==> config.mk <==
export PLATFORM = sky130hd
export DESIGN_NAME = seg7_scan_decoder
export DESIGN_NICKNAME = d
export VERILOG_FILES = /design/src/rtl/seg7_scan_decoder.sv
export SDC_FILE = /design/constraint.sdc
export NUM_CORES = 1
export LEC_CHECK = 0
export ABC_AREA = 1
export CAP_MARGIN = 20
export CORE_UTILIZATION = 50
export CTS_CLUSTER_SIZE = 16
export DETAILED_ROUTE_END_ITERATION = 7
export PLACE_DENSITY = 0.82
export SYNTH_ARGS = -nofsm -noshare
export SYNTH_HDL_FRONTEND = slang
export SYNTH_SLANG_ARGS = --single-unit
==> constraint.sdc <==
create_clock -name CLOCK_50 -period 3.5 [get_ports CLOCK_50]
set_input_delay 0.35 -clock CLOCK_50 [delete_from_list [all_inputs] [get_ports CLOCK_50]]
set_output_delay 0.35 -clock CLOCK_50 [all_outputs]
set_load 0.02 [all_outputs]
==> src/rtl/seg7_scan_decoder.sv <==
// seg7_scan_decoder: samples a time-multiplexed active-low 7-segment bus,
// qualifies each digit with a stability filter, decodes it to a hex nibble
// and publishes complete frames atomically.
// Optional feature macro: SEG7_SCAN_DP_EN adds the decimal point input
// seg_dp_n and the committed per-digit output dp_out.
module seg7_scan_decoder #(
    parameter int unsigned NUM_DIGITS    = 4,
    parameter int unsigned STABLE_CYCLES = 8
) (
    input  logic                    CLOCK_50,
    input  logic                    reset,
    input  logic [6:0]              seg_n,
`ifdef SEG7_SCAN_DP_EN
    input  logic                    seg_dp_n,
    output logic [NUM_DIGITS-1:0]   dp_out,
`endif
    input  logic [NUM_DIGITS-1:0]   dig_sel,
    output logic [4*NUM_DIGITS-1:0] hex_out,
    output logic [NUM_DIGITS-1:0]   digit_err,
    output logic [NUM_DIGITS-1:0]   digit_blank,
    output logic                    frame_valid,
    output logic                    frame_err
);

    localparam int unsigned CNT_W = $clog2(STABLE_CYCLES);
    localparam int unsigned HEX_W = 4 * NUM_DIGITS;
`ifdef SEG7_SCAN_DP_EN
    localparam int unsigned IN_W  = 8 + NUM_DIGITS;
`else
    localparam int unsigned IN_W  = 7 + NUM_DIGITS;
`endif

    localparam logic [1:0] S_WAIT   = 2'd0;
    localparam logic [1:0] S_SETTLE = 2'd1;
    localparam logic [1:0] S_HELD   = 2'd2;

    logic [IN_W-1:0]       in_cur;
    logic [IN_W-1:0]       in_q;
    logic [1:0]            state_q, state_d;
    logic [CNT_W-1:0]      cnt_q, cnt_d;
    logic [NUM_DIGITS-1:0] seen_q, seen_d;
    logic [HEX_W-1:0]      sh_hex_q, sh_hex_d;
    logic [NUM_DIGITS-1:0] sh_err_q, sh_err_d;
    logic [NUM_DIGITS-1:0] sh_blank_q, sh_blank_d;
    logic [HEX_W-1:0]      hex_q, hex_d;
    logic [NUM_DIGITS-1:0] err_q, err_d;
    logic [NUM_DIGITS-1:0] blank_q, blank_d;
    logic                  fv_q, fv_d;
    logic                  ferr_q, ferr_d;
    logic                  stable_c;
    logic                  capture_c;
    logic [5:0]            dec_c;
`ifdef SEG7_SCAN_DP_EN
    logic [NUM_DIGITS-1:0] sh_dp_q, sh_dp_d;
    logic [NUM_DIGITS-1:0] dp_q, dp_d;

    assign in_cur = {seg_dp_n, seg_n, dig_sel};
    assign dp_out = dp_q;
`else
    assign in_cur = {seg_n, dig_sel};
`endif

    assign hex_out     = hex_q;
    assign digit_err   = err_q;
    assign digit_blank = blank_q;
    assign frame_valid = fv_q;
    assign frame_err   = ferr_q;

    // Segment pattern to {err, blank, nibble}
    function automatic logic [5:0] decode(input logic [6:0] s);
        logic [5:0] r;
        case (s)
            7'b1000000: r = 6'h00;
            7'b1111001: r = 6'h01;
            7'b0100100: r = 6'h02;
            7'b0110000: r = 6'h03;
            7'b0011001: r = 6'h04;
            7'b0010010: r = 6'h05;
            7'b0000010: r = 6'h06;
            7'b1111000: r = 6'h07;
            7'b0000000: r = 6'h08;
            7'b0011000: r = 6'h09;
            7'b0001000: r = 6'h0A;
            7'b0000011: r = 6'h0B;
            7'b1000110: r = 6'h0C;
            7'b0100001: r = 6'h0D;
            7'b0000110: r = 6'h0E;
            7'b0001110: r = 6'h0F;
            7'b1111111: r = 6'b01_0000;
            default:    r = 6'b10_0000;
        endcase
        return r;
    endfunction

    assign stable_c = (in_cur == in_q) && $onehot(dig_sel);
    assign dec_c    = decode(seg_n);

    // Stability FSM, shadow capture and frame commit
    always_comb begin
        state_d    = state_q;
        cnt_d      = cnt_q;
        seen_d     = seen_q;
        sh_hex_d   = sh_hex_q;
        sh_err_d   = sh_err_q;
        sh_blank_d = sh_blank_q;
        hex_d      = hex_q;
        err_d      = err_q;
        blank_d    = blank_q;
        fv_d       = 1'b0;
        ferr_d     = ferr_q;
        capture_c  = 1'b0;
`ifdef SEG7_SCAN_DP_EN
        sh_dp_d    = sh_dp_q;
        dp_d       = dp_q;
`endif

        case (state_q)
            S_WAIT: begin
                cnt_d = '0;
                if (stable_c) begin
                    // Input already seen at two edges; a 2-cycle filter captures now.
                    if (STABLE_CYCLES == 2) begin
                        capture_c = 1'b1;
                        state_d   = S_HELD;
                    end else begin
                        cnt_d   = CNT_W'(1);
                        state_d = S_SETTLE;
                    end
                end
            end
            S_SETTLE: begin
                if (!stable_c) begin
                    cnt_d   = '0;
                    state_d = S_WAIT;
                end else if (cnt_q == CNT_W'(STABLE_CYCLES - 2)) begin
                    capture_c = 1'b1;
                    cnt_d     = '0;
                    state_d   = S_HELD;
                end else begin
                    cnt_d = cnt_q + CNT_W'(1);
                end
            end
            S_HELD: begin
                if (!stable_c) begin
                    state_d = S_WAIT;
                end
            end
            default: begin
                cnt_d   = '0;
                state_d = S_WAIT;
            end
        endcase

        // Commit precedes capture so a same-cycle capture opens the next frame
        if (&seen_q) begin
            hex_d   = sh_hex_q;
            err_d   = sh_err_q;
            blank_d = sh_blank_q;
            fv_d    = 1'b1;
            ferr_d  = |sh_err_q;
            seen_d  = '0;
`ifdef SEG7_SCAN_DP_EN
            dp_d    = sh_dp_q;
`endif
        end

        if (capture_c) begin
            for (int unsigned i = 0; i < NUM_DIGITS; i++) begin
                if (dig_sel[i]) begin
                    sh_hex_d[4*i +: 4] = dec_c[3:0];
                    sh_blank_d[i]      = dec_c[4];
                    sh_err_d[i]        = dec_c[5];
                    seen_d[i]          = 1'b1;
`ifdef SEG7_SCAN_DP_EN
                    sh_dp_d[i]         = ~seg_dp_n;
`endif
                end
            end
        end
    end

    // State and output registers with synchronous reset
    always_ff @(posedge CLOCK_50) begin
        if (reset) begin
            in_q       <= '0;
            state_q    <= S_WAIT;
            cnt_q      <= '0;
            seen_q     <= '0;
            sh_hex_q   <= '0;
            sh_err_q   <= '0;
            sh_blank_q <= '0;
            hex_q      <= '0;
            err_q      <= '0;
            blank_q    <= '0;
            fv_q       <= 1'b0;
            ferr_q     <= 1'b0;
`ifdef SEG7_SCAN_DP_EN
            sh_dp_q    <= '0;
            dp_q       <= '0;
`endif
        end else begin
            in_q       <= in_cur;
            state_q    <= state_d;
            cnt_q      <= cnt_d;
            seen_q     <= seen_d;
            sh_hex_q   <= sh_hex_d;
            sh_err_q   <= sh_err_d;
            sh_blank_q <= sh_blank_d;
            hex_q      <= hex_d;
            err_q      <= err_d;
            blank_q    <= blank_d;
            fv_q       <= fv_d;
            ferr_q     <= ferr_d;
`ifdef SEG7_SCAN_DP_EN
            sh_dp_q    <= sh_dp_d;
            dp_q       <= dp_d;
`endif
        end
    end

endmodule

==> summary.md <==
| Metric | Value |
|---|---|
| Result of the run | `complete, no violations` |
| Nature of the critical path endpoint | `flip-flop` |
| Post-CTS Repair Setup Buffers | `0` |
| Largest area contributor in the synthesized netlist | `dfxtp_1` |
| Most instantiated flip-flop cell in the synthesis netlist | `dfxtp_1` |
| Final ANT Viol Nets | `0` |
| HPWL after detailed placement | `4.903 mm` |
| Setup repair after global routing missed its margin | `false` |
| Antenna violations before repair | `0` |
| Largest net degree at the start of global routing | `29` |
| Setup Viol. Count Final | `0` |
| Worst-margin pin slew | `0.7132 ns` |
| Vias per cell | `4.964` |
| Min-Delay Path Class | `reg -> reg` |
| Startpoint type of the worst setup path | `primary input` |
| Clock-pin slew of the registers on the worst-case setup and hold paths | `0.07 ns` |
| Final core occ | `0.6393` |
| Number of enable flip-flop cells after synthesis | `0` |
| CTS sink cnt | `70` |
| Longest Clk Path Bufs | `2` |
| Number of distinct standard cells referenced by the synthesized netlist | `27` |
| Syn nets | `507` |
| Syn Inst Count | `491` |
| Type of the setup path with the least slack | `in -> reg` |
| Count of routing violations after the opening detailed-route iteration | `174` |
| Total die area | `0.006756 mm2` |
| Net count of the finished layout | `545` |
| Max-cap violations | `0` |
| Min Clock Period, post-route | `3.010 ns` |
| Largest fanout on the critical path | `11` |
| Average cell area after synthesis | `6.549 um2` |
| CTS tree | `built` |
| Power per Cell Area | `439.6 mW/mm2` |
| Antenna fix cells | `0` |
| Fin. Hold Viols | `0` |
| Global placement routability congestion | `0.9538` |
| Setup slack, reg-to-reg | `1.78 ns` |
| Post-CTS sizing | `0` |
| Number of buffers added to fix hold violations after cts | `0` |
| Top cells by instance count after synthesis | `nor2_1, nand2_1, dfxtp_1, inv_1, o21ai_0` |
| Arrival time of the worst setup path | `3.24 ns` |
| Signed area change from the synthesized netlist to the final layout | `20.51%` |
| Maximum achievable frequency | `0.3322 GHz` |
| Count of pins over their slew limit | `0` |
| Wire length of the first global-routing pass | `11.51 mm` |
| Post-synthesis sequential area ratio | `0.4358` |
| Total number of vias | `3023` |
| Remaining global-route overflow | `0` |
| Total negative slack | `0 ns` |
| Port Buf Inserts | `38` |
| Clock latency on the worst-skew pair | `0.34 ns` |
| Peak supply drop | `0.2956 mV` |
| Leakage power | `1.664 nW` |
| Summed instance area of the synthesized netlist | `0.003216 mm2` |
| Number of global-route vias before repair | `2717` |
| Flip-flop and latch count after synthesis | `70` |
| Required time of the worst setup path | `3.73 ns` |
| Most frequent cell after synthesis | `nor2_1` |
| Core Footprint | `0.006061 mm2` |
| Final critical-path share of the clock period | `0.8599` |
| Fraction of final layout cells sized beyond drive strength 1 | `0.07116` |
| DRC violations left | `0` |
| Top-level port count | `39` |
| Fraction of post-synthesis cell area in the top cell type by area | `0.4358` |
| Std cell rows | `28` |
| Post-Route Skew | `0.01316 ns` |
| Overall fraction of global-route tracks in use | `0.2249` |
| Headroom to the max-slew limit | `0.5209` |
| Final worst hold slack | `0.4665 ns` |
| Cell at the root of the clock tree | `clkbuf_8` |
| Aggregate routed wire length | `6.806 mm` |
| Top area cells in the synthesized netlist | `dfxtp_1, nor2_1, nand2_1` |
| Initial standard-cell utilization of the core | `0.5306` |
| Share of synthesized registers carrying an async set or reset | `0` |
| First-pass iteration count of the detailed router | `5` |
| Post-layout power | `1.703 mW` |
| Die height | `82.20 um` |
| Level count of the clock H-tree | `3` |
| Number of synthesis warnings | `0` |
| Width of the die | `82.20 um` |
| Detailed-route wire length per cell | `11.18 um` |
| Cts bufs inserted | `9` |
[through the flow]
stage | instance area (um2) | setup WS (ns) | instances
6_report | 3875 | 0.4902 | 609
5_1_grt | 3875 | 0.1854 | 609
4_1_cts | 3875 | 0.4805 | 609
3_5_place_dp | 3638 | 0.1440 | 593
3_3_place_gp | 3638 | 0.2327 | 593
2_1_floorplan | 3216 | 0.9955 | 491
[worst paths after layout]
check                           cells after the start                     start                         to
worst max-delay path                               16                dig_sel[1]  sh_hex_q[14]$_SDFFE_PP0P_
worst min-delay path                                2  sh_hex_q[8]$_SDFFE_PP0P_    hex_out[8]$_SDFFE_PP0P_
worst max register to register                     11        in_q[1]$_SDFF_PP0_  sh_hex_q[14]$_SDFFE_PP0P_
worst min register to register                      2  sh_hex_q[8]$_SDFFE_PP0P_    hex_out[8]$_SDFFE_PP0P_
[per-layer routing]
metal / routed length, um / share of wire / GRT usage / vias to the layer above
met4: 158 / 0.023 / 0.1193 / 0
li1: - / - / - / 1578
met3: 226 / 0.033 / 0.03516 / 16
met2: 3279 / 0.48 / 0.3934 / 72
met1: 3142 / 0.46 / 0.2629 / 1357
met5: 0 / 0 / 0 / -
[layout by cell type (no fill, tap or decap), drive strengths merged]
cell type,synthesis,final
o211ai,1,1
clkinv,1,3
a21oi,9,9
fa,1,1
nand3,17,17
nor3,5,5
nor2,163,163
buf,6,5
bufinv,0,3
o21ai,24,24
clkdlybuf4s50,0,38
or2,1,1
nand3b,3,3
xnor2,3,3
inv,42,43
a31oi,2,2
dfxtp,70,70
o22ai,1,1
nand4,4,4
clkbuf,10,10
ha,2,2
nand2,126,126
[flip-flops by register name, summed over array words and instances, names as in the netlist]
| register | cells |
|---|---|
| in_q | 11 |
| cnt_q | 3 |
| sh_err_q | 4 |
| digit_err | 4 |
| frame_err | 1 |
| frame_valid | 1 |
| sh_hex_q | 16 |
| seen_q | 4 |
| hex_out | 16 |
| digit_blank | 4 |
| sh_blank_q | 4 |
| state_q | 2 |
[worst max-delay path: stages]
cell	delay, ns
clkdlybuf4s50_1	0.54
inv_2	0.11
fa_1	0.51
inv_1	0.04
ha_1	0.17
ha_1	0.26
inv_1	0.05
nand3_1	0.10
nor2_1	0.12
nand2_1	0.07
nor2_2	0.16
nand4_4	0.17
nor2_2	0.37
nand2_1	0.09
nand2_1	0.08
nor2_1	0.04
[cells by family (layout without fill, tap and decap cells)]
| kind of cell | count (synthesis) | count (layout) | synth area share |
|---|---|---|---|
| simple gates | 319 | 319 | 0.4047 |
| buf+inv | 59 | 102 | 0.07782 |
| compound gates | 37 | 37 | 0.05954 |
| xor+xnor | 3 | 3 | 0.008173 |
| flops | 70 | 70 | 0.4358 |
| fa+ha+maj | 3 | 3 | 0.01401 |
[final cells by class]
class                      count  area (um2)
clock buffer                  10       127.6
clock inverter                 6       108.9
fill                         532        2186
inverter                      43       161.4
multi-input combinational    362        1564
sequential                    70        1401
tap                           75       93.84
timing repair buffer          43       417.9
[power by group]
part	switching (mW)	internal, mW
combinational	0.0807	0.0460
sequential	0.00421	0.803
clock	0.296	0.474
total	0.381	1.32
No activity file was read; power rests on OpenSTA's default activity.
